## config.mk

```make
export PLATFORM = sky130hd
export DESIGN_NAME = servo_ramp
export DESIGN_NICKNAME = d
export VERILOG_FILES = /design/src/rtl/servo_pkg.sv /design/src/rtl/servo_ramp_step.sv /design/src/rtl/servo_ramp.sv
export SDC_FILE = /design/constraint.sdc
export NUM_CORES = 1
export LEC_CHECK = 0
export BUFFER_PORTS_ARGS = -buffer_cell sky130_fd_sc_hd__buf_2
export CAP_MARGIN = 10
export CORE_MARGIN = 5
export CORE_UTILIZATION = 35
export DETAILED_ROUTE_END_ITERATION = 10
export HOLD_SLACK_MARGIN = 0.06
export MAX_ROUTING_LAYER = met4
export PLACE_DENSITY = 0.51
export SLEW_MARGIN = 20
export SYNTH_ARGS = -nofsm -noshare
export SYNTH_HDL_FRONTEND = slang
export SYNTH_SLANG_ARGS = --single-unit
```

## constraint.sdc

```tcl
create_clock -name clk -period 5.6 [get_ports clk]
set_clock_uncertainty 0.05 [all_clocks]
set_input_delay 1.12 -clock clk [delete_from_list [all_inputs] [get_ports clk]]
set_output_delay 1.12 -clock clk [all_outputs]
set_load 0.1 [all_outputs]
```

## src/rtl/servo_pkg.sv

```systemverilog
// Shared constants and state encoding for the servo slew-rate limiter.
package servo_pkg;

    localparam logic [15:0] POS_CENTER = 16'd32768;

    // Evaluation happens this many counts before the frame counter wraps to zero.
    localparam int EVAL_OFS = 3;

    typedef enum logic {
        IDLE = 1'b0,
        RAMP = 1'b1
    } state_e;

endpackage

```

## src/rtl/servo_ramp_step.sv

```systemverilog
// One slew step: move position toward target by at most step; step of 0 jumps straight there.
module servo_ramp_step #(
    parameter int POS_W = 16
) (
    input  logic [POS_W-1:0] position_i,
    input  logic [POS_W-1:0] target_i,
    input  logic [POS_W-1:0] step_i,
    output logic [POS_W-1:0] next_position_o,
    output logic             arrived_o
);

    logic signed [POS_W:0] diff;
    logic        [POS_W:0] mag;

    // One extra bit so the full unsigned range differences never overflow.
    assign diff = $signed({1'b0, target_i}) - $signed({1'b0, position_i});
    assign mag  = diff[POS_W] ? $unsigned(-diff) : $unsigned(diff);

    assign arrived_o = (step_i == '0) || (mag <= {1'b0, step_i});

    always_comb begin
        next_position_o = target_i;
        if (!arrived_o) begin
            next_position_o = diff[POS_W] ? (position_i - step_i) : (position_i + step_i);
        end
    end

endmodule

```

## src/rtl/servo_ramp.sv

```systemverilog
// Per-frame slew-rate limiter feeding the PWM stage; results land one cycle before the frame wrap.
module servo_ramp
    import servo_pkg::*;
#(
    parameter int CTR_LEN = 21,
    parameter int POS_W   = 16
) (
    input  logic               clk,
    input  logic               rst,
    input  logic [CTR_LEN-1:0] ctr,
    input  logic               cmd_valid,
    output logic               cmd_ready,
    input  logic [POS_W-1:0]   cmd_target,
    input  logic [POS_W-1:0]   cmd_step,
    output logic [POS_W-1:0]   position,
    output logic               update,
    output logic               busy,
    output logic               done
);

    localparam logic [POS_W-1:0]   CENTER   = {1'b1, {(POS_W-1){1'b0}}};
    localparam logic [CTR_LEN-1:0] EVAL_CTR = {CTR_LEN{1'b1}} - CTR_LEN'(EVAL_OFS - 1);

    state_e           state_q, state_d;
    logic [POS_W-1:0] pos_q, pos_d;
    logic [POS_W-1:0] target_q, target_d;
    logic [POS_W-1:0] step_q, step_d;
    logic             busy_q, busy_d;
    logic             update_q, update_d;
    logic             done_q, done_d;

    logic             eval;
    logic             accept;
    logic [POS_W-1:0] next_pos;
    logic             arrived;

    assign cmd_ready = rst;
    assign eval      = (ctr == EVAL_CTR);
    assign accept    = cmd_valid && cmd_ready;

    servo_ramp_step #(
        .POS_W(POS_W)
    ) u_step (
        .position_i     (pos_q),
        .target_i       (target_q),
        .step_i         (step_q),
        .next_position_o(next_pos),
        .arrived_o      (arrived)
    );

    always_comb begin
        state_d  = state_q;
        pos_d    = pos_q;
        target_d = target_q;
        step_d   = step_q;
        busy_d   = busy_q;
        update_d = 1'b0;
        done_d   = 1'b0;

        if (state_q == RAMP && eval) begin
            pos_d    = next_pos;
            update_d = 1'b1;
            if (arrived) begin
                done_d  = 1'b1;
                busy_d  = 1'b0;
                state_d = IDLE;
            end
        end

        // Evaluation above still used the old target/step; a fresh command wins the state.
        if (accept) begin
            target_d = cmd_target;
            step_d   = cmd_step;
            busy_d   = 1'b1;
            state_d  = RAMP;
        end
    end

    always_ff @(posedge clk or negedge rst) begin
        if (!rst) begin
            state_q  <= IDLE;
            pos_q    <= CENTER;
            target_q <= CENTER;
            step_q   <= '0;
            busy_q   <= 1'b0;
            update_q <= 1'b0;
            done_q   <= 1'b0;
        end else begin
            state_q  <= state_d;
            pos_q    <= pos_d;
            target_q <= target_d;
            step_q   <= step_d;
            busy_q   <= busy_d;
            update_q <= update_d;
            done_q   <= done_d;
        end
    end

    assign position = pos_q;
    assign update   = update_q;
    assign busy     = busy_q;
    assign done     = done_q;

endmodule

```

==> flow_summary.json <==
{
  "synth_nets": 631,
  "startpoint_type": "flip-flop",
  "fp.dieW_microns": 127,
  "post-route-period-util_pct": 90.0,
  "synth_edf_count": 0,
  "routed_wl_microns": 12800,
  "cp-end-kind": "flip-flop",
  "yosysSeqAreaShare_pct": 26.8,
  "worstHoldPathType": "reg -> reg",
  "async_reset_ff_share_pct": 100,
  "first_iter_violations": 205,
  "clk_pin_slew_ns": 0.07,
  "grt_pass1_vias": 4307,
  "syn_avg_cell_area_sq_um": 9.11,
  "synth_top_area_cell": "dfrtp_1",
  "seq_area_sq_mm": 0.00128,
  "cts_tree": "yes",
  "relSlewSlack_pct": 32.9,
  "synthDistinctLibCells": 71,
  "crit_type": "reg -> reg",
  "core_sq_mm": 0.0133,
  "crit_chain": "ha_1, fa_1, nand2b_1, a21o_1, nand4_1, o2111ai_1, a2111o_1, nor4_4, nand2_1, nand2_1, xnor2_1, ha_1, a2111oi_0, o211ai_1, o21a_1, a31oi_2, buf_12, nor2_1, a221o_1",
  "multiInputGateArea_sq_mm": 0.00327,
  "synthFlopType": "dfrtp_1",
  "crit_arrival_ns": 5.17,
  "yosys_register_bits": 51,
  "overflow": 0,
  "portBuffers": 75,
  "dr.pass1.iters": 5,
  "synth_top_area_share_pct": 25.7,
  "hp-start": "position[15]",
  "grt_usage_pct": 16.7,
  "finalSetupViolations": 0,
  "die_area_sq_mm": 0.0161,
  "status": "finished, final reports clean",
  "slew_violations": 0,
  "drive_gt1_share_pct": 24.2,
  "ant_nets": 0,
  "synth_area_sq_mm": 0.00477,
  "gp_congestion": 0.876,
  "fin_crit_ns": 5.04,
  "grt_max_degree": 53,
  "clk_path_buf_depth": 2,
  "area_growth_pct": 15.4,
  "grt_first_pass_wirelength_microns": 21400,
  "initial_core_util_pct": 35.9,
  "fp.dieH_microns": 127,
  "nNetsFinal": 706,
  "worst_slew_pin_slew_ns": 0.999,
  "cts_buffers": 5,
  "yosys-top-cells-area": "dfrtp_1 26%, ha_1 13%, mux2_2 7.6%",
  "cp.required_ns": 5.73,
  "maxCapViolCount": 0,
  "viasPerCell": 5.29,
  "fmax_mhz": 199,
  "antenna_found_initial": 0,
  "power_leakage_nw": 2.50,
  "clk_latency_ns": 0.30,
  "critical_path.max_fanout": 20,
  "vdd_drop_max_uv": 155,
  "power_density_mw_per_mm2": 330,
  "timing.rr.start": "position[0]",
  "yosys_warnings": 0,
  "num_vias": 4105,
  "htree_num_levels": 2,
  "drc": 0,
  "critPathLaunch": "position[0]",
  "wl_per_cell_microns": 16.5,
  "cp_top_family": "compound AO/OA/AOI/OAI gates",
  "dp_hpwl_microns": 10300,
  "holdBufCountCts": 0,
  "cp_slowest_stage_delay_ns": 0.52,
  "fillCellCount": 1354,
  "final-hold-violation-count": 0,
  "power_mw": 1.82,
  "diodes": 0,
  "synthCells": 524,
  "num_io_pins": 76,
  "clock-sinks": 51,
  "rsz0062_at_grt": "false",
  "clock-root-buffer": "clkbuf_16",
  "tns_ns": 0,
  "holdWs_ns": 0.452,
  "num_rows": 42,
  "crit_path_top_delay_cell": "a2111o_1",
  "cp_num_buf_inv": 1
}
-- cell families after synthesis --
kind of cell	Yosys count	synth area share, %
fa+ha+maj	51	13.7
flops	51	26.8
simple gates	145	15.7
compound gates	128	20.2
mux	43	9.86
xor+xnor	47	8.78
buf+inv	59	5.06
-- sequential cells by signal, indices dropped and copies added (netlist names) --
register and flops:
done 1, position 16, update 1, busy 1
target_q 16, step_q 16
-- stage by stage --
step,setup slack [ns],cell area [sq um],utilization [%],cells
CTS,0.340,5500,41.4,776
finish,0.562,5510,41.4,776
global route,0.224,5510,41.4,776
global placement,0.578,5360,40.3,768
floorplan,0.236,4770,-,524
detailed placement,0.382,5360,40.3,768
-- power by group --
group          switching, mW  total (mW)  internal (mW)
sequential            0.0416       0.445          0.403
clock                  0.138       0.304          0.166
combinational          0.585        1.07          0.486
-- cells in the mapped netlist (4+ instances only) --
master     number
a21o_1         10
dfrtp_1        49
xor2_1         12
inv_1          45
nor2_1         37
o21ai_1         5
nor4_1          7
nand2_1        29
and2_1          5
a211oi_1        4
o21ai_0        21
o21a_1         11
xnor2_1        34
nand2b_1        5
or3_1           5
nand3_1        14
nor3_1         10
a31oi_1         8
mux2i_1        11
nand4_1        10
buf_1           4
a21oi_1        24
o2111ai_1       4
clkbuf_1        5
ha_1           49
or2_2           4
mux2_2         32
nor2b_1         6
-- final timing paths --
kind	to	cells past startpoint	slack, ns
min in group asynchronous	update	2	0.91
hold / removal	position[15]	2	0.45
setup reg to reg	position[12]	19	0.56
hold reg to reg	position[15]	2	0.45
max in group asynchronous	target_q[13]	2	4.15
setup / recovery	position[12]	19	0.56
-- worst register-to-register path, stage by stage, from the launching register on --
cell       delay, ns
dfrtp_1         0.40
ha_1            0.24
fa_1            0.40
nand2b_1        0.18
a21o_1          0.21
nand4_1         0.11
o2111ai_1       0.20
a2111o_1        0.52
nor4_4          0.36
nand2_1         0.08
nand2_1         0.09
xnor2_1         0.12
ha_1            0.29
a2111oi_0       0.45
o211ai_1        0.15
o21a_1          0.21
a31oi_2         0.21
buf_12          0.21
nor2_1          0.11
a221o_1         0.31
-- what timing repair did --
item	4_1_cts	5_1_grt
gates resized for setup	0	1
buffers inserted	0	0
endpoints found under the setup margin	0	1
-- per-layer routing --
layer  vias up  track usage, %  wire (microns)  part of all wire [%]
met5         -               -               0                     0
met4         0            4.04             151                   1.2
met3        12            2.35             301                   2.3
met2        45            27.6            6130                    48
met1      1985            21.8            6250                    49
li1       2063               -               -                     -
-- layout make-up --
| class | instances | share of cell area, % |
|---|---|---|
| clock inverter | 1 | 0.0909 |
| clock buffer | 7 | 2.41 |
| tap | 176 | 4.00 |
| timing repair buffer | 81 | 7.86 |
| inverter | 46 | 3.13 |
| sequential | 51 | 23.2 |
| multi-input combinational | 414 | 59.3 |
-- cells in the final DEF, fill, tap and decap left out, types with 14 or more instances in the layout --
master / n
o21ai_0: 21
xnor2_1: 34
mux2_2: 32
nor2_1: 37
nand2_1: 29
inv_1: 45
nand3_1: 14
a21oi_1: 24
buf_2: 75
ha_1: 49
dfrtp_1: 49
(Power assumes the default switching activity.)
